<file path="config.mk">
export PLATFORM = sky130hd
export DESIGN_NAME = piso_tx
export DESIGN_NICKNAME = d
export VERILOG_FILES = /design/src/rtl/piso_tx_pkg.sv /design/src/rtl/piso_tx_bit_counter.sv /design/src/rtl/piso_tx.sv
export SDC_FILE = /design/constraint.sdc
export NUM_CORES = 1
export LEC_CHECK = 0
export CAP_MARGIN = 25
export CORE_AREA = 4 4 41 43
export CTS_CLUSTER_DIAMETER = 80
export DETAILED_ROUTE_END_ITERATION = 12
export DIE_AREA = 0 0 45 47
export PLACE_DENSITY = 0.68
export RECOVER_POWER = 100
export SYNTH_ARGS = -nofsm -noshare
export SYNTH_HDL_FRONTEND = slang
export SYNTH_SLANG_ARGS = --single-unit
</file>
<file path="constraint.sdc">
create_clock -name clk -period 1.3 [get_ports clk]
set_input_delay 0.195 -clock clk [delete_from_list [all_inputs] [get_ports clk]]
set_output_delay 0.195 -clock clk [all_outputs]
set_load 0.02 [all_outputs]
</file>
<file path="src/rtl/piso_tx_pkg.sv">
// piso_tx_pkg: state encoding and default word width shared by the transmitter and its benches
package piso_tx_pkg;
    typedef enum logic [1:0] {IDLE = 2'd0, SHIFT = 2'd1, DONE = 2'd2} state_e;
    localparam int DEFAULT_WIDTH = 6;
endpackage

</file>
<file path="src/rtl/piso_tx_bit_counter.sv">
// piso_tx_bit_counter: bit index counter that saturates at WIDTH-1 and flags terminal count
module piso_tx_bit_counter import piso_tx_pkg::*; #(
    parameter int WIDTH = DEFAULT_WIDTH
) (
    input  logic clk,
    input  logic rst,
    input  logic en,
    input  logic clr,
    output logic tc_o
);
    localparam int CW = $clog2(WIDTH);
    logic [CW-1:0] cnt_q, cnt_d;
    assign tc_o = cnt_q == CW'(WIDTH - 1);
    always_comb cnt_d = clr ? '0 : (en && !tc_o) ? cnt_q + 1'b1 : cnt_q;
    always_ff @(posedge clk) begin
        if (rst) cnt_q <= '0;
        else     cnt_q <= cnt_d;
    end
endmodule

</file>
<file path="src/rtl/piso_tx.sv">
// piso_tx: parallel-in serial-out transmitter with per-bit valid strobe and end-of-word pulse
module piso_tx import piso_tx_pkg::*; #(
    parameter int   WIDTH      = DEFAULT_WIDTH,
    parameter bit   MSB_FIRST  = 1'b1,
    parameter logic IDLE_LEVEL = 1'b0
) (
    input  logic             clk,
    input  logic             rst,
    input  logic             load,
    input  logic [WIDTH-1:0] din,
    output logic             dout,
    output logic             dout_valid,
    output logic             busy,
    output logic             done
);
    state_e state_q, state_d;
    logic [WIDTH-1:0] sr_q, sr_d;
    logic dout_d, valid_d, busy_d, done_d, accept, tc;
    // a word may be accepted in DONE as well as IDLE, giving back-to-back words
    assign accept = load && !busy && state_q != SHIFT;
    piso_tx_bit_counter #(.WIDTH(WIDTH)) u_cnt (
        .clk (clk),
        .rst (rst),
        .en  (state_q == SHIFT),
        .clr (accept),
        .tc_o(tc)
    );
    always_comb begin
        state_d = IDLE;
        sr_d    = sr_q;
        dout_d  = IDLE_LEVEL;
        valid_d = 1'b0;
        busy_d  = 1'b0;
        done_d  = 1'b0;
        if (state_q == SHIFT) begin
            if (tc) begin
                state_d = DONE;
                done_d  = 1'b1;
            end else begin
                state_d = SHIFT;
                sr_d    = MSB_FIRST ? {sr_q[WIDTH-2:0], 1'b0} : {1'b0, sr_q[WIDTH-1:1]};
                dout_d  = MSB_FIRST ? sr_q[WIDTH-2] : sr_q[1];
                valid_d = 1'b1;
                busy_d  = 1'b1;
            end
        end else if (accept) begin
            state_d = SHIFT;
            sr_d    = din;
            dout_d  = MSB_FIRST ? din[WIDTH-1] : din[0];
            valid_d = 1'b1;
            busy_d  = 1'b1;
        end
    end
    always_ff @(posedge clk) begin
        if (rst) begin
            state_q    <= IDLE;
            sr_q       <= '0;
            dout       <= IDLE_LEVEL;
            dout_valid <= 1'b0;
            busy       <= 1'b0;
            done       <= 1'b0;
        end else begin
            state_q    <= state_d;
            sr_q       <= sr_d;
            dout       <= dout_d;
            dout_valid <= valid_d;
            busy       <= busy_d;
            done       <= done_d;
        end
    end
endmodule

</file>
==> summary.md <==
| Metric | Value |
|---|---|
| Placed Cells | `88` |
| DP Area | `677 um2` |
| Startpoint types | `flop` |
| Maximum clock path buffer count | `2` |
| CTS tree | `done` |
| Sink Count | `11` |
| RSZ-0062 raised after global routing | `no` |
| Residual DRC count | `0` |
| R2R cell count | `5` |
| Synth area leaders | `dfxtp_1, a311oi_1, nand2_1` |
| Total of max-cap violations | `0` |
| Multi-input combinational cell area | `274 um2` |
| Layout cells sized above 1 | `18.2%` |
| Ant. Diodes | `0` |
| Mean Syn Cell Area | `8.89 um2` |
| Ys Warns | `0` |
| Kind of critical path | `flop to primary output` |
| Synth area leader | `dfxtp_1` |
| Die ar. | `2120 um2` |
| Worst-margin pin slew | `0.253 ns` |
| Non-filler cells, final | `92` |
| Setup slack, reg-to-reg | `0.06 ns` |
| Row cnt | `13` |
| Post-synthesis sequential area ratio | `42.7%` |
| First-pass GRT wire length | `1.79 mm` |
| Port Buf Inserts | `12` |
| Min Clock Period, post-route | `1.24 ns` |
| Post-route cell area | `707 um2` |
| Starting Density | `39.6%` |
| Final period utilization | `95.5%` |
| Worst skew pair latency | `0.26 ns` |
| FF+latch count, synth | `11` |
| Vias in the first global route | `441` |
| CP max FO | `6` |
| Via count | `489` |
| FF+latch area | `220 um2` |
| Slowest-stage cell, CP | `dfxtp_1` |
| Setup TNS Final | `0 ns` |
| Most common library cell in the layout ignoring fill and taps | `dfxtp_1` |
| Routability cong. | `0.743` |
| Clock root buffer | `clkbuf_4` |
| Final worst slack | `0.0590 ns` |
| Worst setup path end | `busy` |
| Hold Buf Count CTS | `0` |
| P&R area growth vs syn | `37.1%` |
| Drt total wl | `1.17 mm` |
| Rel. slew slack | `83.0%` |
| Pre-Repair DR Iteration Count | `4` |
| Via density | `5.32` |
| I/O pin cnt | `13` |
| Synth Instances | `58` |
| Crit end category | `primary output` |
| Hold Crit Class | `flop to flop` |
| WL/cell | `12.7 um` |
| Library cells used by synthesis | `21` |
| Critical path cell sequence | `dlygate4sd2_1` |
| Grt total ovfl | `0` |
| Layout Skew | `0.00206 ns` |
| Worst Path Required | `1.11 ns` |
| Post-DRT Antenna Nets | `0` |
| Post-Syn Nets | `69` |
| All-Layer GR Usage | `12.1%` |
| Yosys top cell area share | `42.7%` |
| H-tree levels | `1` |
| PD cells | `1070 nW/um2` |
| Worst Path Arrival | `1.05 ns` |
| CP Buf/Inv Count | `1` |
| Reg2Reg Capture Point | `u_cnt.cnt_q[0]` |
| Initial antenna violation count | `0` |
| Die Y | `47 um` |
| DR iter-0 viols | `7` |
| Worst path depth | `1` |
| Outcome | `finished clean` |
| Final net count | `89` |
| Post-Syn Area | `515 um2` |
| Crit. Startpoint | `busy` |
| Peak supply drop | `0.000391 V` |
| Final setup violation count | `0` |
| Tot Pwr | `0.760 mW` |
| Largest stage delay, worst path | `0.42 ns` |
| Worst path top cell family by delay | `flip-flops` |
| Fmax | `806 MHz` |
| Fill cell count | `143` |
| CTS Buf Count | `3` |
| Dpl ws | `-0.0322 ns` |
| Clock slew at reported path FFs | `0.07 ns` |
| Hold Vio Cnt, Final | `0` |
| Largest net degree at the start of global routing | `12` |
| Slew Viols, Final | `0` |
| Core Region | `1300 um2` |
| Leading cell types in the layout, fill and taps excluded | `dfxtp_1, nand2_1, clkdlybuf4s50_1, buf_4` |
| Die X | `45 um` |
| Leak | `0.274 nW` |
| R2R Path Start | `u_cnt.cnt_q[1]` |
## how the worst min path moves through the flow
| stage | from | end | slack, ns | depth (start not counted) |
|---|---|---|---|---|
| after CTS | sr_q[3] | sr_q[4] | 0.48 | 2 |
| final | sr_q[0] | sr_q[1] | 0.48 | 2 |
| after detailed placement | sr_q[3] | sr_q[4] | 0.47 | 2 |
| after global routing | sr_q[0] | sr_q[0] | 0.50 | 2 |
| after floorplan | din[5] | dout | 0.33 | 2 |
| after global placement | sr_q[3] | sr_q[4] | 0.47 | 2 |
## report_power, final
group / internal, mW / switching (mW)
logic: 0.0779 / 0.0736
clock network: 0.119 / 0.115
registers: 0.361 / 0.0141
## per-layer routing
layer	track usage, %	part of all wire, %
met4	7.02	1.3
met3	3.83	5.7
met1	13.3	46
met2	20.3	47
met5	0	0
## cell type report
cell class              count  share of cell area [%]
repair buffers             19                    22.7
flip-flops and latches     11                    31.2
multi-input cells          41                    38.8
inverters                   2                    1.06
clock buffers               4                    3.72
well taps                  15                    2.65
## stage by stage
stage | hold WS, ns | util, %
after floorplan | 0.332 | -
after global placement | 0.466 | 52.0
after detailed placement | 0.470 | 52.0
after CTS | 0.480 | 53.7
after global routing | 0.501 | 54.3
final | 0.484 | 54.3
## state kept, by name, summed over array words and instances, names as in the netlist
| signal | flops |
|---|---|
| sr_q | 5 |
| u_cnt.cnt_q | 3 |
| busy | 1 |
| done | 1 |
| dout | 1 |
## cell families (layout without fill, tap and decap cells)
kind of cell | after synthesis | count (layout) | synth area share, %
fa+ha+maj | 2 | 2 | 4.85
compound gates | 18 | 18 | 24.8
buf+inv | 6 | 25 | 7.28
flops | 11 | 11 | 42.7
simple gates | 21 | 21 | 20.4
## cells in the mapped netlist
| master | n |
|---|---|
| a211oi_1 | 4 |
| a21oi_1 | 4 |
| a311oi_1 | 5 |
| a32oi_1 | 1 |
| and2_1 | 1 |
| and2b_2 | 1 |
| buf_4 | 2 |
| buf_6 | 1 |
| clkbuf_1 | 1 |
| dfxtp_1 | 11 |
| ha_1 | 2 |
| inv_1 | 2 |
| nand2_1 | 10 |
| nand2b_1 | 3 |
| nor2_1 | 1 |
| nor2b_1 | 2 |
| nor3_1 | 1 |
| o211ai_1 | 1 |
| o21ai_0 | 2 |
| o31ai_1 | 1 |
| or3_1 | 2 |
## what timing repair did
action / in CTS / in global routing
buffers inserted: 0 / 0
pin swaps: 0 / 1
setup endpoints to repair: 4 / 6
resized for setup: 4 / 5
No activity file was read; power rests on OpenSTA's default activity.
